[src/rtl/serial_deser.sv]
// LSB-first serial-to-parallel receiver with frame alignment, a registered
// valid/ready word output and sticky overrun / framing-error flags.
//
//   state    | meaning
//   ---------+-----------------------------------------------------------
//   ST_IDLE  | not yet aligned; bits without frame_start are ignored
//   ST_SHIFT | aligned; every qualified bit is shifted in and counted
module serial_deser #(
  parameter int WIDTH = 16,
  parameter int CW    = $clog2(WIDTH)
) (
  input  logic             clk,
  input  logic             rst,
  input  logic             sin,
  input  logic             sin_valid,
  input  logic             frame_start,
  input  logic             out_ready,
  input  logic             clr_err,
  output logic [WIDTH-1:0] data_out,
  output logic             out_valid,
  output logic [WIDTH-1:0] temp,
  output logic [CW-1:0]    bit_cnt,
  output logic             busy,
  output logic             overrun,
  output logic             frame_err
);

  localparam logic [0:0]    ST_IDLE  = 1'b0;
  localparam logic [0:0]    ST_SHIFT = 1'b1;
  localparam logic [CW-1:0] CNT_LAST = CW'(WIDTH - 1);

  logic [0:0]       state_q, state_d;
  logic [WIDTH-1:0] temp_q, temp_d;
  logic [WIDTH-1:0] data_q, data_d;
  logic [CW-1:0]    cnt_q, cnt_d;
  logic             valid_q, valid_d;
  logic             ovr_q, ovr_d;
  logic             ferr_q, ferr_d;

  logic             shift_en;
  logic             complete;
  logic             ferr_ev;
  logic             ovr_ev;
  logic [WIDTH-1:0] shifted;

  always_comb begin
    shift_en = sin_valid & (frame_start | (state_q == ST_SHIFT));
    shifted  = {sin, temp_q[WIDTH-1:1]};
    // A frame_start bit is always bit 0, so it can never complete a word.
    complete = shift_en & ~frame_start & (cnt_q == CNT_LAST);
    ferr_ev  = frame_start & (state_q == ST_SHIFT) & (cnt_q != '0);
    ovr_ev   = complete & valid_q & ~out_ready;
  end

  always_comb begin
    state_d = state_q;
    temp_d  = temp_q;
    cnt_d   = cnt_q;
    data_d  = data_q;
    valid_d = valid_q;

    if (frame_start) begin
      state_d = ST_SHIFT;
    end

    if (shift_en) begin
      temp_d = shifted;
    end

    if (frame_start) begin
      cnt_d = shift_en ? CW'(1) : '0;
    end else if (shift_en) begin
      cnt_d = complete ? '0 : cnt_q + CW'(1);
    end

    if (complete) begin
      data_d  = shifted;
      valid_d = 1'b1;
    end else if (valid_q && out_ready) begin
      valid_d = 1'b0;
    end

    // Set beats clear when both happen on the same edge.
    ovr_d  = ovr_ev | (ovr_q & ~clr_err);
    ferr_d = ferr_ev | (ferr_q & ~clr_err);
  end

  always_ff @(posedge clk) begin
    if (!rst) begin
      state_q <= ST_IDLE;
      temp_q  <= '0;
      data_q  <= '0;
      cnt_q   <= '0;
      valid_q <= 1'b0;
      ovr_q   <= 1'b0;
      ferr_q  <= 1'b0;
    end else begin
      state_q <= state_d;
      temp_q  <= temp_d;
      data_q  <= data_d;
      cnt_q   <= cnt_d;
      valid_q <= valid_d;
      ovr_q   <= ovr_d;
      ferr_q  <= ferr_d;
    end
  end

  assign data_out  = data_q;
  assign out_valid = valid_q;
  assign temp      = temp_q;
  assign bit_cnt   = cnt_q;
  assign busy      = (state_q == ST_SHIFT);
  assign overrun   = ovr_q;
  assign frame_err = ferr_q;

endmodule

[config.mk]
export PLATFORM = sky130hd
export DESIGN_NAME = serial_deser
export DESIGN_NICKNAME = d
export VERILOG_FILES = /design/src/rtl/serial_deser.sv
export SDC_FILE = /design/constraint.sdc
export NUM_CORES = 1
export LEC_CHECK = 0
export CORE_MARGIN = 4
export CORE_UTILIZATION = 40
export DETAILED_ROUTE_END_ITERATION = 12
export PLACE_DENSITY = 0.69
export SLEW_MARGIN = 10
export SYNTH_ARGS = -nofsm -noshare
export SYNTH_HDL_FRONTEND = slang
export SYNTH_SLANG_ARGS = --single-unit
[constraint.sdc]
create_clock -name clk -period 1.53 [get_ports clk]
set_input_delay 0.2295 -clock clk [delete_from_list [all_inputs] [get_ports clk]]
set_output_delay 0.2295 -clock clk [all_outputs]
set_load 0.1 [all_outputs]
* Word-level counts from Yosys, hierarchy flattened
Index checks and enable logic that the tools add are counted.
W data, S select, Z words.
** Operators by class
- Reduce and logical (&&, ||, !) cells :: 4
- Equality and inequality tests :: 1
- Add/sub/neg operators :: 1
- Bitwise gates (word level) :: 15
- Muxes and demuxes :: 6
** Operator list (count)
- $mux W4 :: 3
- $and A1 B1 Y1 :: 9
- $add A4 B1 Y4 const B :: 1
- $eq A4 B4 Y1 const B :: 1
- $reduce_bool A2 Y1 :: 2
- $reduce_bool A4 Y1 :: 1
- $mux W1 :: 3
- $not A1 Y1 :: 3
- $or A1 B1 Y1 :: 3
- $logic_and A1 B1 Y1 :: 1
** Word-level totals
- Register bits after elaboration :: 40

* Longest topological paths before layout
Gate-level depths: netlist of run 1.
- Depth in word-level cells :: 7
- Gate-level depth with buffers :: 6

* Worst setup path before layout of run 1
OpenSTA, ideal clock, no wires.
- Kind :: flip-flop to flip-flop
- Start point :: register cnt_q[1], in the netlist bit_cnt[1]
- End point :: register data_q[0], in the netlist data_out[0]
- Period minus slack after synthesis :: 2177 ps
- Arrival time :: 2104 ps
- Path slack :: -647 ps
- Stages on the path, launching flop included :: 7
- Setup time :: 72 ps
- Path buffers :: 2
- Required time :: 1458 ps
- Cell sequence :: dfxtp_1 ha_1 nand3_1 nor3_2 buf_6 buf_12 mux2i_1
** On the way
- Cells in the longest elaborated chain, start to end :: 2
** RTL lines
- from (decl) :: line 35 : logic [CW-1:0] cnt_q, cnt_d;
- from (signal assigned) :: line 101 : cnt_q <= cnt_d;
- $eq A4 B4 Y1 :: line 50 : complete = shift_en & ~frame_start & (cnt_q == CNT_LAST);
- $and A1 B1 Y1 :: line 50
- to (signal assigned) :: line 100 : data_q <= data_d;
- to (decl) :: line 34 : logic [WIDTH-1:0] data_q, data_d;
No other way between the ends.
A chain may end at the register's enable or synchronous reset.

* Worst setup path after layout of run 1
- Start point :: register cnt_q[1], in the netlist bit_cnt[1]
- End point :: register data_q[11], in the netlist data_out[11]
The elaborated chain is that of the path after synthesis.

==> results.md, run 1 <==
* Crit-path slowest cell: dfxtp_4
* Pre-Repair DR Iteration Count at 4
* CTS Sinks at 40
* Setup CP Type: flop to flop
* Synth cell count leaders: 67 x nand2_1, 40 x dfxtp_1, 16 x mux2i_1
* Area occupied by registers at approximately 810 um2
* Root Buffer: clkbuf_8
* Vias at between 1,000 and 1,500
* Hold-fix buffers at CTS at 0
* # IOs at 47
* Top-count cell post-synth: nand2_1
* Status: finished, final reports clean
* Die footprint at 5170 um2
* Crit start category: flop
* Die span in x at a little over 70 um
* Final Slew Violations at 0
* Asr flop ratio synth at 0%
* H-tree levels at 2
* Core area at 3800 um2
* Gp weighted congestion at around 0.91
* Maximum VDD drop at approximately 0.43 mV
* CTS tree: yes
* Pin count of the biggest net entering global routing at 25
* Tot GR Track Use at 16.2%
* DR DRC count at 0
* Critical Path Fanout Max at 5
* Initial DRC count at 82
* Grt total ovfl at 0
* Hold Path Class: input pin to flop
* Post-Syn Area at roughly 1600 um2
* Fin crit period at around 1.4 ns
* Fillers at between 200 and 300
* Number of synthesized flops with an enable pin at 0
* Routed Antenna Nets at 0
* Final worst setup slack at 0.107 ns
* CP cell instances: ha_4 > nand3_2 > nor3_4 > buf_4 > mux2i_1
* Fin Clk Skew at just under 0.006 ns
* Vias per inst at roughly 4.9
* Post-synth top flop: dfxtp_1
* Clk_lat worst skew at 0.29 ns
* Final #Nets at between 200 and 250
* Setup Buffers After CTS at 0
* Synth Instances at 182
* Yosys top cell by area: dfxtp_1
* Required @ worst endpoint at roughly 1.8 ns
* Leak at 0.956 nW
* Initial core utilization at 43.0%
* Num CTS Buffers at 5
* Slew @ Worst Pin at 0.348 ns
* Total negative setup slack at 0 ns
* PwrDens at 718 nW/um2
* Endpoint type of the worst setup path: flop
* Yosys reg bits at 40
* Max-cap violations at 0
* Multi-input logic area at 756 um2
* Final setup viols at 0
* Initial antenna violation count at 0
* Routed WL per cell at roughly 14 um
* Final hold violation count at 0
* Clk slew on worst S/H paths at 0.08 ns
* RSZ-0062 raised after global routing: false
* Die Span Y at between 70 and 80 um
* Yosys Warn Count at 0
* Max incr delay on CP at roughly 0.4 ns
* Seq/Total Area, Yosys at about half
* Main area contributors after synthesis: dfxtp_1 49%, nand2_1 15%, mux2i_1 9.8%
* Ant. Diodes at 0
* Share of cells above drive strength 1 at approximately 30%
* Arrival @ worst endpoint at approximately 1.7 ns
* Site Rows at 22
* Max Freq at approximately 700 MHz
* Mean Syn Cell Area at roughly 9.0 um2
* CTS resizes at 0
* CTS max path bufs at 2
* Dpl ws at -0.107 ns
* Final wirelength at between 3000 and 4000 um
* IO buf count at between 40 and 50
* Max transition margin at between 70% and 80%
* Post-DP HPWL at around 3000 um
* Number of global-route vias before repair at about 1,400
* Total power at between 1.5 and 2 mW
* Synth top area share at between 40% and 50%
* First-pass GRT wire length at 6470 um
* Syn nets at between 150 and 200
* Part of the cycle the worst path needs at between 90 and 100%
* Area grow syn2layout at 65.3%
* Netlist cell types at 29
[per-layer routing]
metal	wire length, um	share of wire, %	vias to the layer above	GRT usage (%)
met5	0	0	-	0
met2	1880	49	47	26.2
li1	-	-	697	-
met4	107	2.8	0	9.60
met3	215	5.6	10	4.99
met1	1660	43	632	18.9
[cell usage in the layout, fill, tap and decap left out]
master | netlist | layout
a31oi_1 | 1 | 1
dfxtp_1 | 40 | 35
a21boi_0 | 7 | 7
buf_2 | 2 | 1
clkinv_2 | 0 | 2
buf_4 | 3 | 8
ha_4 | 0 | 1
clkbuf_8 | 0 | 5
and3b_1 | 1 | 1
nor2_1 | 2 | 2
a21oi_1 | 4 | 4
dfxtp_2 | 0 | 2
o21ai_0 | 2 | 2
xor2_1 | 1 | 1
nor3_4 | 0 | 1
buf_12 | 1 | 43
nand3_2 | 0 | 1
ha_1 | 2 | 1
clkinv_4 | 0 | 1
o311a_1 | 1 | 1
dfxtp_4 | 0 | 3
o21a_1 | 4 | 4
a21boi_1 | 9 | 9
or4_1 | 1 | 1
mux2i_1 | 16 | 16
o21ai_2 | 1 | 1
inv_1 | 2 | 2
clkdlybuf4s50_1 | 0 | 5
o211ai_1 | 2 | 2
nand2b_1 | 1 | 1
a31o_2 | 1 | 1
nor2b_1 | 2 | 2
nand2_1 | 67 | 67
[registers in the layout, summed over array words and instances (netlist names)]
register,count
out_valid,1
busy,1
frame_err,1
bit_cnt,4
temp,16
data_out,16
overrun,1
[area by class of cell]
type                            count  area share (%)
Clock buffer                        5            2.55
Clock inverter                      3           0.695
Inverter                            2           0.278
Multi-Input combinational cell    127            28.0
Sequential cell                    40            30.2
Tap cell                           48            2.22
Timing Repair Buffer               57            36.1
[worst max-delay path: cells and delay by family, from the launching register on]
family / cells / cell delay, ns
muxes: 1 / 0.19
buffers and inverters: 1 / 0.20
DFF: 1 / 0.40
adders and majority gates: 1 / 0.17
and+or+nand+nor: 2 / 0.39
[where the power goes]
part	internal [mW]	total [mW]	switching, mW
combinational	0.0785	0.197	0.118
clock	0.317	0.685	0.367
sequential	1.04	1.06	0.0151
total	1.44	1.94	0.501
[final timing paths]
kind                   to        start  slack [ns]  depth (start not counted)
max reg2reg  data_out[11]   bit_cnt[1]        0.11                          5
max          data_out[11]   bit_cnt[1]        0.11                          5
min reg2reg   data_out[1]  data_out[1]        0.49                          2
min             frame_err          rst        0.35                          2
[cell families after synthesis]
group	Yosys count	share of synthesized area (%)
xor gates and xnor gates	1	0.536
DFF	40	49.0
buffers and inverters	15	6.20
AOI/OAI and AO/OA	32	14.0
adders and majority gates	2	1.53
muxes	16	9.80
and+or+nand+nor	76	18.9
[stage by stage]
step / utilization, % / area [um2] / cells / hold WS (ns)
finish: 71.1 / 2700 / 282 / 0.351
global route: 71.1 / 2700 / 282 / 0.345
CTS: 71.1 / 2700 / 282 / 0.334
detailed placement: 68.8 / 2610 / 274 / 0.487
global placement: 68.8 / 2610 / 274 / 0.480
floorplan: - / 1670 / 182 / 0.372
No activity file was read; power rests on OpenSTA's default activity.
==> run 2, diff against run 1 <==
Settings changed: CORE_ASPECT_RATIO from default to 1.1, PLACE_DENSITY 0.69 to 0.77.
Clock period 1.53 ns to 1.4 ns, I/O delays scaled along.
==> run 2 against run 1 <==
Effect of this change: the flow now finishes with violations (negative setup slack); clock power is 15% higher; fmax increased by 0.83%; global-route usage decreased by 0.23 points; non-clock buffer count is 5 higher; sequential share of layout area decreased by 0.76 points; first-iteration DRC count is 4.9% lower; critical path depth rose by 1; clock skew up 0.0011 ns; design area grew 2.9%; sequential power grew 8%; setup slack worse by 0.12 ns.
==> results.md, run 2 (same netlist as run 1, synthesis figures left out) <==
* Status: finished, violations left
* Failing checks: negative setup slack
* Total power at 2.16 mW (+11%)
* Site Rows at 24 (+9.1%)
* Hold-fix buffers at CTS at 0 (unchanged)
* Most frequent cells in the layout: 67 x nand2_1, 43 x buf_12, 35 x dfxtp_1
* IO buf count at 46 (unchanged)
* Leak at 0.992 nW (+3.8%)
* # IOs at 47 (unchanged)
* CTS tree: yes
* Root Buffer: clkbuf_8
* Commonest non-fill, non-tap cell in the layout: nand2_1
* Ant. Diodes at 0 (unchanged)
* CP cell instances: ha_4 > nand3_4 > nor3_4 > buf_6 > buf_12 > mux2i_1
* Final #Nets at 247 (+2.1%)
* Internal Power at 1.62 mW (+13%)
* Clk slew on worst S/H paths at 0.08 ns (about the same)
* Fillers at 296 (+3.5%)
* Hold Path Sink: frame_err
* Final hold violation count at 0 (unchanged)
* Maximum VDD drop at 0.711 mV (+66%)
* Max-cap violations at 0 (unchanged)
* Max Freq at 708 MHz (+0.83%)
* Clk pwr share at 36.3% (+1.0 points)
* Final Slew Violations at 0 (unchanged)
* Pre-Repair DR Iteration Count at 4 (unchanged)
* Reg-to-Reg End: data_out[12]
* Crit-path slowest cell: dfxtp_4
* Total negative setup slack at -0.0117 ns (-0.0117 ns)
* Arrival @ worst endpoint at 1.62 ns (-0.03 ns)
* CP bufs+invs at 2 (+1)
* Placed cells at 278 (+1.5%)
* Routed WL per cell at 13.5 um (-1.6%)
* Gp weighted congestion at 0.828 (-9.2%)
* Die footprint at 5170 um2 (about the same)
* Crit path max-delay family: flip-flops
* DR DRC count at 0 (unchanged)
* First-pass GRT wire length at 6200 um (-4.2%)
* Hold Path Class: input pin to flop
* PwrDens at 778 nW/um2 (+8.3%)
* Initial core utilization at 41.2% (-1.8 points)
* Endpoint type of the worst setup path: flop
* Fin Clk Skew at 0.00694 ns (+0.00108 ns)
* Fin crit period at 1.41 ns (-0.0117 ns)
* Critical Path Fanout Max at 7 (+2)
* RSZ-0062 raised after global routing: true
* Sw frac at 25.0% (-0.82 points)
* Core area at 3960 um2 (+4.3%)
* Share of cells above drive strength 1 at 31.4% (+1.5 points)
* Die span in x at 68.9 um (-4.1%)
* Number of global-route vias before repair at 1,361 (-0.22%)
* Max incr delay on CP at 0.38 ns (-0.02 ns)
* Layout Cell Area excl Fill at 2780 um2 (+2.9%)
* Hold path startpoint: rst
* Die Span Y at 75.0 um (+4.3%)
* Setup slack, reg-to-reg at -0.01 ns (-0.12 ns)
* Num CTS Buffers at 5 (unchanged)
* Initial antenna violation count at 0 (unchanged)
* Max transition margin at 74.7% (-2.2 points)
* RR Startpoint: bit_cnt[0]
* Final worst setup slack at -0.0117 ns (-0.118 ns)
* Tot GR Track Use at 16.0% (-0.23 points)
* Clk_lat worst skew at 0.29 ns (about the same)
* FF-to-FF path depth at 6 (+1)
* Part of the cycle the worst path needs at 101% (+7.8 points)
* Vias at 1,409 (+1.7%)
* CTS max path bufs at 2 (unchanged)
* Vias per inst at 4.84 (-1.5%)
* Logic pwr share at 10.3% (+0.2 points)
* Required @ worst endpoint at 1.61 ns (-0.14 ns)
* Grt total ovfl at 0 (unchanged)
* Pin count of the biggest net entering global routing at 27 (+8.0%)
* Area post-placement at 2620 um2 (+0.29%)
* Post-DP HPWL at 2840 um (-4.7%)
* Crit start category: flop
* NetSw at 540 uW (+7.9%)
* Routed Antenna Nets at 0 (unchanged)
* Final wirelength at 3930 um (+1.5%)
* Post-Layout Cell Count at 291 (+3.2%)
* Reg power frac at 53.4% (-1.2 points)
* Initial DRC count at 78 (-4.9%)
* CTS Sinks at 40 (unchanged)
* Final setup viols at 1 (+1)
* Hold Path Stages at 2 (unchanged)
* Slew @ Worst Pin at 0.380 ns (+0.0325 ns)
* H-tree levels at 2 (unchanged)
* Area grow syn2layout at 70.1%
* Setup CP Type: flop to flop
-- run 2: cell types whose count changed in the layout (fill, tap and decap cells not counted) --
cell	previous run	this run
nand3_4	0	1
clkinv_4	1	0
buf_4	8	11
nand3_2	1	0
dfxtp_2	2	1
clkbuf_8	5	6
clkbuf_16	0	1
buf_6	0	1
dfxtp_4	3	4
-- run 2: worst max path at each step --
| stage | from | to | slack, ns | cells past startpoint |
|---|---|---|---|---|
| after global routing | bit_cnt[0] | data_out[12] | -0.09 | 6 |
| after global placement | frame_start | data_out[2] | -0.11 | 5 |
| after CTS | bit_cnt[0] | data_out[12] | 0.04 | 5 |
| final | bit_cnt[0] | data_out[12] | -0.01 | 6 |
| after detailed placement | frame_start | data_out[1] | -0.16 | 5 |
| after floorplan | bit_cnt[1] | data_out[0] | -0.14 | 6 |
-- run 2: repair_timing --
item                       4_1_cts  5_1_grt
gates resized for setup          0        2
setup buffers                    0        4
setup endpoints to repair        0       12
-- run 2: cell type report --
cell class | instances | area (um2) | share of cell area, %
flip-flops and latches | 40 | 817 | 29.4
inverters | 2 | 7.51 | 0.270
well taps | 52 | 65.1 | 2.34
multi-input cells | 127 | 763 | 27.5
repair buffers | 62 | 1030 | 37.2
clock inverters | 2 | 10.0 | 0.360
clock buffers | 6 | 82.6 | 2.97
-- run 2: metrics by stage --
step	utilization, %	worst slack (ns)	hold WS (ns)
finish	70.1	-0.0117	0.336
CTS	68.5	0.0435	0.338
floorplan	-	-0.139	0.352
detailed placement	66.1	-0.157	0.488
global placement	66.1	-0.107	0.480
global route	70.1	-0.0856	0.350
-- run 2: metal layers --
layer  vias up  global-route usage, %  share of wire (%)
met4         0                   3.90                1.2
met3         8                   4.63                5.3
met2        33                   26.7                 51
met1       657                   20.4                 42
met5         -                      0                  0
li1        711                      -                  -
-- run 2: power groups by stage --
stage	Combinational (mW)	Sequential, mW	Clock [mW]
floorplan	0.0755	1.23	0
global placement	0.214	1.18	0
detailed placement	0.218	1.18	0
CTS	0.219	1.16	0.798
global route	0.235	1.16	0.842
finish	0.223	1.15	0.786
==> run 3, diff against run 2 <==
Settings changed: PLACE_DENSITY 0.77 to default, PLACE_DENSITY_LB_ADDON from default to 0.2.
==> run 3 against run 2 <==
Effect of this change: global-route usage fell by 0.23 points; clock skew fell by 0.00074 ns; utilization fell by 2.3 points; clock-buffer cell count did not move; register-to-register slack improved by 0.07 ns; the flow now finishes without violations; via count fell by 3.6%; setup slack improved by 0.066 ns; clock power rose by 3.3%; first-iteration DRC count fell by 6.4%; critical path depth fell by 1; flip-flop and latch count did not move.
==> results.md, run 3 (same netlist as run 1, synthesis figures left out) <==
* FF-to-FF path depth at 5 (-1)
* Crit path max-delay family: flip-flops
* Slew @ Worst Pin at 0.228 ns (-0.152 ns)
* Reg-to-Reg End: data_out[11]
* Total negative setup slack at 0 ns (+0.0117 ns)
* Routed Antenna Nets at 0 (unchanged)
* Core area at 3960 um2 (unchanged)
* Fin Clk Skew at 0.00620 ns (-0.000740 ns)
* Critical Path Fanout Max at 18 (+11)
* Max Freq at 743 MHz (+4.9%)
* Crit-path slowest cell: dfxtp_4
* Hold path startpoint: rst
* Endpoint type of the worst setup path: flop
* Vias at 1,358 (-3.6%)
* Part of the cycle the worst path needs at 96.2% (-4.7 points)
* Fin crit period at 1.35 ns (-0.0655 ns)
* Dpl ws at -0.187 ns (-0.0303 ns)
* Most frequent cells in the layout: 67 x nand2_1, 42 x buf_12, 35 x dfxtp_1
* Final wirelength at 3600 um (-8.2%)
* Gp weighted congestion at 0.820 (-0.99%)
* Ant. Diodes at 0 (unchanged)
* Clk_lat worst skew at 0.29 ns (about the same)
* Post-Layout Cell Count at 283 (-2.7%)
* Hold Path Sink: busy
* First-pass GRT wire length at 6070 um (-2.2%)
* Final #Nets at 239 (-3.2%)
* Setup Buffers After CTS at 0 (unchanged)
* Required @ worst endpoint at 1.62 ns (about the same)
* Clk slew on worst S/H paths at 0.08 ns (about the same)
* Final worst setup slack at 0.0538 ns (+0.0655 ns)
* Pre-Repair DR Iteration Count at 4 (unchanged)
* Area grow syn2layout at 64.6%
* CTS tree: yes
* Post-DP HPWL at 2610 um (-8.1%)
* Hold Path Stages at 2 (unchanged)
* Pin count of the biggest net entering global routing at 49 (+81%)
* Maximum VDD drop at 0.552 mV (-22%)
* DR DRC count at 0 (unchanged)
* Arrival @ worst endpoint at 1.56 ns (-0.06 ns)
* CTS resizes at 0 (unchanged)
* CP cell instances: ha_4 > nand3_4 > nor3_4 > buf_12 > mux2i_1
* Root Buffer: clkbuf_8
* Max transition margin at 84.7% (+10 points)
* Share of cells above drive strength 1 at 29.0% (-2.4 points)
* Num CTS Buffers at 5 (unchanged)
* Setup CP Type: flop to flop
* Crit start category: flop
* Max-cap violations at 0 (unchanged)
* Max incr delay on CP at 0.40 ns (+0.02 ns)
* CP bufs+invs at 1 (-1)
* CTS Sinks at 40 (unchanged)
* Initial core utilization at 41.2% (unchanged)
* Tot GR Track Use at 15.8% (-0.23 points)
* RSZ-0062 raised after global routing: true
* Final Slew Violations at 0 (unchanged)
* Commonest non-fill, non-tap cell in the layout: nand2_1
* H-tree levels at 2 (unchanged)
* Die Span Y at 75.0 um (unchanged)
* Grt total ovfl at 0 (unchanged)
* Routed WL per cell at 12.7 um (-5.6%)
* Worst hold margin at 0.233 ns (-0.103 ns)
* RR Startpoint: bit_cnt[1]
* Hold-fix buffers at CTS at 0 (unchanged)
* Status: finished, final reports clean
* Die footprint at 5170 um2 (unchanged)
* Number of global-route vias before repair at 1,288 (-5.4%)
* Placed cells at 275 (-1.1%)
* Hold Path Class: input pin to flop
* Initial DRC count at 73 (-6.4%)
* Die span in x at 68.9 um (unchanged)
* Leak at 0.936 nW (-5.6%)
* Setup slack, reg-to-reg at 0.05 ns (+0.07 ns)
* CTS max path bufs at 2 (unchanged)
* Vias per inst at 4.80 (-0.90%)
* Final hold violation count at 0 (unchanged)
* Site Rows at 24 (unchanged)
* PwrDens at 808 nW/um2 (+3.9%)
* Fin util at 67.9% (-2.3 points)
* IO buf count at 46 (unchanged)
* Final setup viols at 0 (-1)
* # IOs at 47 (unchanged)
* Initial antenna violation count at 0 (unchanged)
run 3: changes by cell type in the layout (fill, tap and decap cells not counted), sizes merged:
cell,delta
clkinv,-2
clkbuf,-1
clkinvlp,+1
buf,-7
inv,+1
run 3: layout make-up:
class	instances	area [um2]
clock inverter	2	13.8
clock buffer	6	82.6
timing repair buffer	54	941
inverter	2	7.51
sequential	40	817
tap	52	65.1
fill	311	1270
multi-input combinational	127	763
run 3: worst register-to-register path: cells and delay by family, from the launching register on:
kind / cells / cell delay, ns
simple gates: 2 / 0.28
mux: 1 / 0.22
buf+inv: 1 / 0.20
flops: 1 / 0.40
fa+ha+maj: 1 / 0.17
run 3: metal layers:
metal  vias up  global-route usage, %  routed length (um)
li1        688                      -                   -
met1       633                   20.8                1640
met2        32                   24.5                1720
met3         5                   4.18                 190
met4         0                   6.49                  55
met5         -                      0                   0
run 3: worst max-delay path by stage:
stage / start / to / slack [ns] / cells after the start
after floorplan: bit_cnt[1] / data_out[0] / -0.14 / 6
after global placement: frame_start / data_out[2] / -0.11 / 5
after detailed placement: frame_start / data_out[5] / -0.19 / 5
after CTS: bit_cnt[1] / data_out[11] / 0.03 / 5
after global routing: bit_cnt[0] / data_out[11] / -0.03 / 5
final: bit_cnt[1] / data_out[11] / 0.05 / 5
run 3: power by group:
group,switching (mW),internal (mW)
registers,0.0162,1.14
clock network,0.412,0.400
logic,0.126,0.0796
run 3: per-stage QoR:
step | power [mW] | cell area [um2]
global placement | 1.39 | 2590
finish | 2.17 | 2690
CTS | 2.20 | 2680
detailed placement | 1.39 | 2590
global route | 2.26 | 2690
floorplan | 1.31 | 1670
